File: config.mk
export PLATFORM = sky130hd
export DESIGN_NAME = cntr_n
export DESIGN_NICKNAME = d
export VERILOG_FILES = /design/src/rtl/cntr_n.sv
export SDC_FILE = /design/constraint.sdc
export NUM_CORES = 1
export LEC_CHECK = 0
export BUFFER_PORTS_ARGS = -buffer_cell sky130_fd_sc_hd__buf_4
export CORE_MARGIN = 2
export CORE_UTILIZATION = 44
export CTS_CLUSTER_DIAMETER = 100
export DETAILED_ROUTE_END_ITERATION = 7
export PLACE_DENSITY = 0.8
export SETUP_SLACK_MARGIN = 0.02
export SYNTH_ARGS = -nofsm -noshare
export SYNTH_HDL_FRONTEND = slang
export SYNTH_SLANG_ARGS = --single-unit
File: constraint.sdc
create_clock -name clk -period 4.6 [get_ports clk]
set_clock_uncertainty 0.1 [all_clocks]
set_input_delay 0.69 -clock clk [delete_from_list [all_inputs] [get_ports clk]]
set_output_delay 0.69 -clock clk [all_outputs]
set_load 0.02 [all_outputs]
File: src/rtl/cntr_n.sv
`default_nettype none
// ============================================================================
// cntr_n : parametrised up/down counter with load, hold state, registered
//          wrap pulse (ovf) and zero flag. Define CNTR_N_SAT_EN to saturate.
// Revision: 1.0
// ============================================================================
module cntr_n #(
  parameter int unsigned WIDTH = 8,
  parameter int unsigned STEP  = 1
) (
  input  logic             clk,
  input  logic             reset_n,
  input  logic             load,
  input  logic             en,
  input  logic             up,
  input  logic [WIDTH-1:0] d_in,
  output logic [WIDTH-1:0] d_out,
  output logic [2:0]       o_state,
  output logic             ovf,
  output logic             zero
);

  typedef enum logic [2:0] {
    IDLE = 3'b000,
    LOAD = 3'b001,
    INC  = 3'b010,
    DEC  = 3'b011,
    HOLD = 3'b100
  } state_t;

  // STEP is always below 2^WIDTH, so only its low WIDTH bits matter.
  localparam logic [WIDTH:0] c_step = {1'b0, STEP[WIDTH-1:0]};

  state_t           state_q, state_d;
  logic [WIDTH-1:0] cnt_q, cnt_d;
  logic             ovf_q, ovf_d;
  logic [WIDTH:0]   w_sum;
  logic [WIDTH:0]   w_diff;
  logic             w_legal;

  assign w_sum   = {1'b0, cnt_q} + c_step;
  assign w_diff  = {1'b0, cnt_q} - c_step;
  assign w_legal = (state_q == IDLE) || (state_q == LOAD) || (state_q == INC) ||
                   (state_q == DEC)  || (state_q == HOLD);

  always_comb begin
    state_d = state_q;
    cnt_d   = cnt_q;
    ovf_d   = 1'b0;
    if (!w_legal) begin
      state_d = IDLE;
    end else if (load) begin
      state_d = LOAD;
      cnt_d   = d_in;
    end else if (en && up) begin
      state_d = INC;
      ovf_d   = w_sum[WIDTH];
`ifdef CNTR_N_SAT_EN
      cnt_d   = w_sum[WIDTH] ? {WIDTH{1'b1}} : w_sum[WIDTH-1:0];
`else
      cnt_d   = w_sum[WIDTH-1:0];
`endif
    end else if (en) begin
      state_d = DEC;
      ovf_d   = w_diff[WIDTH];
`ifdef CNTR_N_SAT_EN
      cnt_d   = w_diff[WIDTH] ? {WIDTH{1'b0}} : w_diff[WIDTH-1:0];
`else
      cnt_d   = w_diff[WIDTH-1:0];
`endif
    end else begin
      // An idle counter stays idle; one that has done anything parks in HOLD.
      state_d = (state_q == IDLE) ? IDLE : HOLD;
    end
  end

  always_ff @(posedge clk or negedge reset_n) begin
    if (!reset_n) begin
      state_q <= IDLE;
      cnt_q   <= '0;
      ovf_q   <= 1'b0;
    end else begin
      state_q <= state_d;
      cnt_q   <= cnt_d;
      ovf_q   <= ovf_d;
    end
  end

  assign d_out   = cnt_q;
  assign o_state = state_q;
  assign ovf     = ovf_q;
  assign zero    = (cnt_q == '0);

endmodule
`default_nettype wire

==> summary.md, run 1 <==
| Metric | Value |
|---|---|
| Status | `finished, final reports clean` |
| DR iter-0 viols | `6` |
| Largest net degree at the start of global routing | `24` |
| Worst-path clk slew | `0.07 ns` |
| M3 GR Usage | `0.0340` |
| Ys Warns | `0` |
| Hold slack final | `roughly 0.15 ns` |
| Total congestion overflow | `0` |
| Die Y | `around 48 µm` |
| Max H-tree Level | `1` |
| Post-Route Setup TNS | `0 ns` |
| Max clock buf depth | `2` |
| Final Instance Area | `roughly 1000 µm²` |
| Slew margin rel. | `0.589` |
| Diode count | `0` |
| Post-DP HPWL | `~1.4 mm` |
| Mapped Avg Cell Area | `between 9 and 10 µm²` |
| Initial Utilization | `0.481` |
| WL per Instance | `roughly 13 µm` |
| Number of buffers created by CTS | `3` |
| GRT Resource Usage Total | `0.195` |
| GP Congestion | `roughly 0.76` |
| Share of layout cells above drive strength 1 | `0.298` |
| Worst path arrival time | `1.62 ns` |
| Die area | `about 2300 µm²` |
| FF+latch count, synth | `12` |
| Worst reg2reg startpoint | `d_out[0]$_DFFE_PN0P_` |
| Ports | `26` |
| Post-route DRC violation count | `0` |
| Post-CTS resize count | `0` |
| Main synth FF type | `dfrtp_1` |
| Synth Cell Area | `between 800 and 900 µm²` |
| Number of I/O port buffers | `25` |
| Grt met2 use | `0.315` |
| Max Fclk | `roughly 0.42 GHz` |
| Pwr Density | `340 nW/µm²` |
| Synth async-reset ratio | `1.00` |
| Crit Path Max Fanout | `7` |
| Die Wd | `47.9 µm` |
| Global-route wire length before repair | `about 3.1 mm` |
| Core area | `about 1800 µm²` |
| # rows | `15` |
| Post-route minimum period | `~2.4 ns` |
| Global routing's busiest layer | `met2` |
| Static Leak | `roughly 0.00046 µW` |
| Final setup viols | `0` |
| Setup bufs post-CTS | `0` |
| Multi-input logic area | `492 µm²` |
| Initial antenna violation count | `0` |
| Vias in the first global route | `around 700` |
| Antenna viol nets, final | `0` |
| Dpl cell area | `approximately 1000 µm²` |
| WP data required | `3.81 ns` |
| Crit path kind | `flop to output pin` |
| Max VDD drop | `0.186 mV` |
| Slew @ Worst Pin | `approximately 0.61 ns` |
| Max-cap violations | `0` |
| Post-CTS Hold Buffers | `0` |
| Avg Vias per Cell | `roughly 5.7` |
| Area leader, netlist | `dfrtp_1` |
| Crit path largest cell delay | `0.44 ns` |
| Setup repair after global routing missed its margin | `no` |
| EDFF count, synth | `0` |
| Syn_nets | `around 110` |
| Fin. Hold Viols | `0` |
| Fin worst setup slack | `approximately 2.2 ns` |
| NumNets Final | `between 100 and 150` |
| Crit share post-route | `0.523` |
| Root buf cell | `clkbuf_4` |
| Worst-path cell chain | `or3_4 -> nor4_2 -> and2_1 -> buf_4` |
| Final slew viol count | `0` |
| DR pass1 iterations | `4` |
| DR vias | `787` |
| Post-Route WL | `1.83 mm` |
| Crit-path slowest cell | `dfrtp_1` |
| HP Class | `input port to asynchronous set/reset pin` |
| Worst skew pair latency | `between 0.2 and 0.3 ns` |
| Worst Setup End Kind | `output pin` |
| Synthesis-to-layout area growth | `23.6%` |
| Fillers | `about 180` |
| GR Layer Usage met1 | `0.262` |
| Startpoint Class | `flop` |
| Storage cell area | `approximately 300 µm²` |
| Critical Path Source | `d_out[3]$_DFFE_PN0P_` |
| Syn Inst Count | `90` |
| Setup Slack @ Placement | `around 2.5 ns` |
| Seq/Total Area, Yosys | `0.354` |
| Top-area cell type share of the netlist area | `0.354` |
| CTS tree | `done` |
| Synth unique cells | `36` |
| Top post-synthesis cells by area | `dfrtp_1 (35%), ha_1 (4.4%), o2bb2ai_1 (4.1%)` |
| CTS Sinks | `12` |
==> per-stage QoR <==
step | util | std cells | power [µW]
floorplan | - | 90 | 245
global placement | 0.582 | 136 | 293
detailed placement | 0.582 | 136 | 296
CTS | 0.594 | 139 | 360
global route | 0.594 | 139 | 385
finish | 0.594 | 139 | 357
==> path summary, 6_finish.rpt <==
path                       cells after the start  slack, ns              endpoint
min                                            1       0.15  o_state[2]$_DFF_PN0_
min reg2reg                                    1       0.48  d_out[4]$_DFFE_PN0P_
max reg2reg                                    6       2.91  d_out[6]$_DFFE_PN0P_
max                                            4       2.19                  zero
max in group asynchronous                      1       4.09  d_out[4]$_DFFE_PN0P_
min in group clk                               1       0.48  d_out[4]$_DFFE_PN0P_
==> registers in the layout, indices dropped and copies added, names as in the netlist <==
signal	count
o_state	3
d_out	8
ovf	1
==> logic make-up after synthesis <==
family	synth area share
flip-flops	0.354
buffers and inverters	0.0664
AND/OR/NAND/NOR	0.235
adder cells (fa/ha/maj)	0.0443
AO/OA/AOI/OAI	0.279
multiplexers	0.0118
XOR/XNOR	0.0103
==> layout make-up <==
type / count / share of cell area
clock buffers: 3 / 0.0215
repair buffers: 25 / 0.179
flip-flops and latches: 12 / 0.286
multi-input cells: 70 / 0.469
inverters: 4 / 0.0143
well taps: 25 / 0.0298
==> metal layers <==
layer / vias to the layer above / part of all wire / wire (µm)
met5: - / 0 / 0
met4: 0 / 0.0093 / 17
met3: 4 / 0.044 / 81
met2: 19 / 0.50 / 925
met1: 377 / 0.44 / 809
li1: 387 / - / -
==> layout by cell type (no fill, tap or decap) <==
master     Yosys  layout
nand4_1        2       2
nor2_8         1       1
or2_2          1       1
inv_1          4       4
and2_1         1       1
a211o_1        1       1
nor3_1         2       2
ha_1           3       3
o21ai_0        5       5
a31oi_1        1       1
nand3_1        5       5
a21bo_2        1       1
or3_4          1       1
a21oi_1        2       2
a21boi_1       2       2
nand3b_1       1       1
o21ai_1        2       2
o31ai_1        1       1
nor2_1         7       7
or4b_1         1       1
dfrtp_1       12      12
o211ai_1       3       3
o2bb2ai_1      4       4
a22oi_1        4       4
o32ai_4        1       1
clkbuf_4       0       3
nand2_1        7       7
and3_1         2       2
a2bb2oi_1      1       1
o21a_1         1       1
o22ai_1        2       2
mux2i_1        1       1
nor4_1         2       2
buf_4          1      25
nor4_2         1       1
xnor2_1        1       1
==> power breakdown <==
part / total (µW) / internal (µW) / switching (µW)
Combinational: 143 / 66.9 / 76.6
Sequential: 150 / 122 / 27.7
Clock: 63.3 / 30.2 / 33.0
==> synthesized netlist by cell type, types with 2 or more instances <==
cell type,number
buf_6,3
o21ai_1,2
nor3_1,2
a21boi_1,2
nand3_1,5
and3_1,2
o22ai_1,2
nand2_1,7
inv_1,4
o2bb2ai_1,4
a21oi_1,2
ha_1,3
o21ai_0,5
nor4_1,2
dfrtp_1,12
o211ai_1,3
nor2_1,7
a22oi_1,4
nand4_1,2
==> worst max-delay path: cells and delay by family, from the launching register on <==
family / cells / cell delay, ns
DFF: 1 / 0.44
buffers and inverters: 1 / 0.13
and+or+nand+nor: 3 / 0.78
(Power assumes the default switching activity.)
==> run 2, diff against run 1 <==
PLACE_DENSITY = 0.83   (was 0.8)
clock period = 2.2 ns   (was 4.6 ns; I/O delays follow)
==> run 2 against run 1 <==
  * Sequential power is 110% higher
  * Combinational power is 110% higher
  * Global-route usage is 0.35 points higher
  * Clock power grew to 2.9 times the previous value
  * Sequential share of layout area is 0.86 points lower
  * Routed wire length is 9.2% higher
  * Hold slack better by 0.047 ns
  * Count of clock-buffer cells in the layout is 1 higher
  * Final cell count is 1.4% higher
  * Die area stayed put
  * Non-clock buffer count is 1 higher
  * Via count is 2.2% higher
==> summary.md, run 2 (synthesis results as in run 1) <==
| Metric | Value |
|---|---|
| Commonest cells after routing, fill and taps aside | `buf_4 (25), dfrtp_1 (12), nand2_1 (7), nor2_1 (7)` |
| DR vias | `~800` |
| Final setup viols | `0` |
| Static Leak | `between 0.0004 and 0.0005 µW` |
| Crit path kind | `flop to output pin` |
| Status | `finished, final reports clean` |
| WL per Instance | `between 10 and 15 µm` |
| CTS Sinks | `12` |
| WP data required | `roughly 1.8 ns` |
| Total congestion overflow | `0` |
| Die area | `around 2300 µm²` |
| Fin. Hold Viols | `0` |
| Max H-tree Level | `1` |
| Post-route DRC violation count | `0` |
| Diode count | `0` |
| Max-cap violations | `0` |
| Max Fclk | `~0.48 GHz` |
| Pwr Density | `750 nW/µm²` |
| Setup bufs post-CTS | `0` |
| Worst path arrival time | `roughly 1.7 ns` |
| CTS tree | `done` |
| Number of buffers created by CTS | `3` |
| Max clock buf depth | `2` |
| Post-route minimum period | `2.09 ns` |
| Share of layout cells above drive strength 1 | `0.302` |
| Core area | `approximately 1800 µm²` |
| Commonest non-fill, non-tap cell in the layout | `buf_4` |
| Global-route wire length before repair | `roughly 3.1 mm` |
| Post-DP HPWL | `1.40 mm` |
| Final slew viol count | `0` |
| Post-route insts no fill | `between 100 and 150` |
| Fillers | `~170` |
| Root buf cell | `clkbuf_4` |
| Vias in the first global route | `700` |
| Avg Vias per Cell | `approximately 5.7` |
| Inst Count DP | `136` |
| Total power | `a little over 800 µW` |
| Worst skew pair latency | `0.29 ns` |
| GP Congestion | `around 0.78` |
| Post-Route Setup TNS | `0 ns` |
| Startpoint Class | `flop` |
| Synthesis-to-layout area growth | `27.4%` |
| Die Wd | `47.9 µm` |
| Worst-path clk slew | `0.09 ns` |
| Crit-path slowest cell | `dfrtp_1` |
| GRT Resource Usage Total | `0.198` |
| Max VDD drop | `roughly 0.44 mV` |
| Number of I/O port buffers | `25` |
| Crit-path leading delay family | `simple AND/OR/NAND/NOR gates` |
| Crit path largest cell delay | `approximately 0.46 ns` |
| DR iter-0 viols | `13` |
| Slew @ Worst Pin | `around 0.62 ns` |
| NumNets Final | `between 100 and 150` |
| Initial Utilization | `0.481` |
| Largest net degree at the start of global routing | `24` |
| Post-Route WL | `~2.0 mm` |
| Setup repair after global routing missed its margin | `no` |
| Crit Path Max Fanout | `7` |
| Worst-path cell chain | `or3_4 -> nor4_4 -> and2_1 -> buf_4` |
| Die Y | `about 48 µm` |
| WP buf/inv | `1` |
| Initial antenna violation count | `0` |
| Worst Setup End Kind | `output pin` |
| Slew margin rel. | `0.582` |
| HP Class | `input port to flop` |
| DR pass1 iterations | `6` |
| Crit share post-route | `0.951` |
| Antenna viol nets, final | `0` |
| Ports | `26` |
| # rows | `15` |
| Max reg flops | `8` |
-- run 2: cell count changes in the layout (fill, tap and decap cells not counted), sizes merged --
| cell | previous run | this run |
|---|---|---|
| dlygate4sd3 | 0 | 1 |
| clkbuf | 3 | 4 |
-- run 2: worst paths after layout --
path,from,end,slack (ns),cells after the start
setup reg to reg,d_out[0]$_DFFE_PN0P_,d_out[4]$_DFFE_PN0P_,0.53,6
hold / removal,up,o_state[0]$_DFF_PN0_,0.20,2
min in group asynchronous,reset_n,d_out[6]$_DFFE_PN0P_,0.31,2
max in group asynchronous,reset_n,d_out[5]$_DFFE_PN0P_,1.53,2
setup / recovery,d_out[3]$_DFFE_PN0P_,zero,0.11,4
hold reg to reg,d_out[4]$_DFFE_PN0P_,d_out[4]$_DFFE_PN0P_,0.48,1
-- run 2: what timing repair did --
item	4_1_cts	5_1_grt
setup endpoints to repair	0	1
endpoints found under the hold margin	12	0
hold buffers	1	0
resized for setup	0	1
-- run 2: layout make-up --
class,instances,area [µm²],share of cell area
clock buffers,4,36.3,0.0336
inverters,4,15.0,0.0139
multi-input cells,70,500,0.463
flip-flops and latches,12,300,0.278
well taps,25,31.3,0.0289
repair buffers,26,198,0.183
-- run 2: metrics by stage --
| step | util | setup slack (ns) | hold WS [ns] | cell area [µm²] |
|---|---|---|---|---|
| global route | 0.613 | 0.0490 | 0.202 | 1080 |
| finish | 0.613 | 0.109 | 0.195 | 1080 |
| CTS | 0.608 | 0.0916 | 0.189 | 1070 |
| floorplan | - | 0.438 | -0.0656 | 848 |
| detailed placement | 0.582 | 0.424 | 0.0814 | 1030 |
| global placement | 0.582 | 0.440 | 0.0801 | 1030 |
-- run 2: power breakdown --
group          total (µW)  internal [µW]  switching [µW]
Combinational         307            143             165
Sequential            318            255            63.2
Clock                 185            101            84.4
-- run 2: worst register-to-register path: stages (launching register included) --
cell and delay, ns:
dfrtp_1 0.43, inv_1 0.13, ha_1 0.17, a21bo_2 0.26, o22ai_1 0.20, o21ai_0 0.12, o2bb2ai_1 0.14
-- run 2: metal layers --
layer  vias to the layer above  track usage  share of wire
met5                         -            0              0
met1                       380        0.271           0.46
li1                        393            -              -
met3                         5       0.0226          0.047
met4                         0       0.0973          0.020
met2                        26        0.309           0.47
==> run 3, diff against run 2 <==
CORE_UTILIZATION = 45   (was 44)
GPL_TIMING_DRIVEN = 0   (was not set)
PLACE_DENSITY = 0.84   (was 0.83)
==> run 3 against run 2 <==
  * Register-to-register slack got worse by 0.02 ns
  * Fmax decreased by 1.3%
  * Final cell count increased by 1.4%
  * Sequential share of layout area decreased by 0.29 points
  * Critical path depth unchanged
  * Global-route usage increased by 0.76 points
  * Clock power decreased by 28%
  * Hold slack improved by 0.015 ns
  * Utilization increased by 1.3 points
  * Sequential power decreased by 1%
  * Critical endpoint unchanged
  * Largest cell class unchanged
==> summary.md, run 3 (synthesis results as in run 1) <==
| Metric | Value |
|---|---|
| Crit-path leading delay family | `simple AND/OR/NAND/NOR gates` |
| Dpl cell area | `about 1100 µm²` |
| Die Wd | `between 40 and 50 µm` |
| Avg Vias per Cell | `~6` |
| Post-CTS resize count | `0` |
| Worst reg2reg startpoint | `d_out[0]$_DFFE_PN0P_` |
| Commonest non-fill, non-tap cell in the layout | `buf_4` |
| Fin. Hold Viols | `0` |
| HP Class | `input port to flop` |
| Root buf cell | `clkbuf_4` |
| Worst-path clk slew | `approximately 0.07 ns` |
| WL per Instance | `13.9 µm` |
| Comb power frac | `0.412` |
| Max-cap violations | `0` |
| Critical Path Source | `d_out[3]$_DFFE_PN0P_` |
| DR pass1 iterations | `4` |
| Commonest cells after routing, fill and taps aside | `buf_4 (25), dfrtp_1 (12), nand2_1 (7), nor2_1 (7)` |
| Setup Slack @ Placement | `a little under 0.4 ns` |
| Pwr Density | `696 nW/µm²` |
| Crit path kind | `flop to output pin` |
| Final slew viol count | `0` |
| Antenna viol nets, final | `0` |
| Max Fclk | `between 0.4 and 0.5 GHz` |
| DR vias | `838` |
| Crit share post-route | `0.963` |
| Final Core Density | `0.626` |
| Internal | `465 µW` |
| Global-route wire length before repair | `between 3 and 4 mm` |
| Final setup viols | `0` |
| Initial Utilization | `0.486` |
| GRT Resource Usage Total | `0.206` |
| NumNets Final | `between 100 and 150` |
| Crit Path Max Fanout | `7` |
| CTS tree | `done` |
| GP Congestion | `around 0.78` |
| Fin worst setup slack | `roughly 0.08 ns` |
| Crit path largest cell delay | `0.44 ns` |
| CTS Sinks | `12` |
| Startpoint Class | `flop` |
| Max VDD drop | `about 0.44 mV` |
| Initial antenna violation count | `0` |
| Vias in the first global route | `~730` |
| DR iter-0 viols | `23` |
| Core area | `1750 µm²` |
| Total congestion overflow | `0` |
| # rows | `15` |
| Max H-tree Level | `1` |
| Max clock buf depth | `2` |
| Post-DP HPWL | `1.44 mm` |
| Die area | `~2200 µm²` |
| Static Leak | `slightly below 0.0005 µW` |
| Worst hold start | `up` |
| WP data required | `1.77 ns` |
| Setup repair after global routing missed its margin | `no` |
| Hold slack final | `approximately 0.21 ns` |
| Post-route minimum period | `around 2.1 ns` |
| Clock Power Share | `0.175` |
| Worst skew pair latency | `between 0.2 and 0.3 ns` |
| Slew @ Worst Pin | `0.685 ns` |
| Synthesis-to-layout area growth | `28.8%` |
| Switching Fraction | `0.388` |
| Ports | `26` |
| Worst path arrival time | `roughly 1.7 ns` |
| Status | `finished, final reports clean` |
| Diode count | `0` |
| Slew margin rel. | `0.540` |
| Sw power | `between 200 and 300 µW` |
| Number of I/O port buffers | `24` |
| Crit-path slowest cell | `dfrtp_1` |
| Final Instance Area | `around 1100 µm²` |
| Max reg flops | `8` |
| Post-route DRC violation count | `0` |
| Die Y | `around 47 µm` |
| Number of buffers created by CTS | `3` |
| Post-Route WL | `just under 2 mm` |
| Largest net degree at the start of global routing | `13` |
| Register share of total power | `0.413` |
| Fillers | `between 150 and 200` |
| Post-Route Setup TNS | `0 ns` |
| Worst Setup End Kind | `output pin` |
| WP buf/inv | `1` |
| Worst-path cell chain | `or3_4 -> nor4_2 -> and2_1 -> buf_4` |
| Share of layout cells above drive strength 1 | `0.314` |
## run 3: cell count changes in the layout (fill, tap and decap cells not counted)
| cell | before | now |
|---|---|---|
| buf_6 | 0 | 3 |
| clkbuf_8 | 1 | 0 |
| nor4_2 | 0 | 1 |
| nor4_4 | 1 | 0 |
## run 3: area by class of cell
type / count / area (µm²) / share of cell area
inverter: 4 / 15.0 / 0.0137
clock buffer: 3 / 22.5 / 0.0206
multi-input combinational: 70 / 492 / 0.450
buffer: 4 / 41.3 / 0.0378
timing repair buffer: 25 / 190 / 0.174
sequential: 12 / 300 / 0.275
tap: 25 / 31.3 / 0.0286
## run 3: worst register-to-register path: cells and delay by family, from the launching register on
family / cells / cell delay, ns
fa+ha+maj: 1 / 0.18
flops: 1 / 0.43
buf+inv: 1 / 0.14
compound gates: 4 / 0.74
## run 3: power by group through the flow
| stage | Sequential (µW) | Combinational [µW] | Clock, µW |
|---|---|---|---|
| after detailed placement | 316 | 310 | 0 |
| final | 314 | 313 | 133 |
| after global placement | 315 | 304 | 0 |
| after global routing | 321 | 345 | 147 |
| after CTS | 313 | 313 | 138 |
| after floorplan | 351 | 161 | 0 |
## run 3: metal layers
metal / share of wire / GRT usage / up-vias
li1: - / - / 397
met1: 0.45 / 0.274 / 400
met2: 0.47 / 0.324 / 39
met3: 0.069 / 0.0453 / 2
met4: 0.0060 / 0.0833 / 0
met5: 0 / 0 / -
## run 3: worst paths after layout
path | slack [ns] | cells past startpoint | end
worst max-delay path | 0.08 | 4 | zero
worst min-delay path | 0.21 | 2 | o_state[0]$_DFF_PN0_
worst max register to register | 0.51 | 6 | d_out[6]$_DFFE_PN0P_
worst min register to register | 0.49 | 1 | d_out[4]$_DFFE_PN0P_
max in group asynchronous | 1.51 | 2 | d_out[1]$_DFFE_PN0P_
min in group asynchronous | 0.34 | 2 | d_out[7]$_DFFE_PN0P_
## run 3: what timing repair did
action	4_1_cts	5_1_grt
setup buffers	0	0
hold endpoints to repair	12	0
hold buffers	1	0
## run 3: metrics by stage
| step | power [µW] | std cells |
|---|---|---|
| final | 760 | 143 |
| after global routing | 814 | 143 |
| after CTS | 764 | 143 |
| after detailed placement | 626 | 139 |
| after global placement | 618 | 139 |
| after floorplan | 512 | 90 |
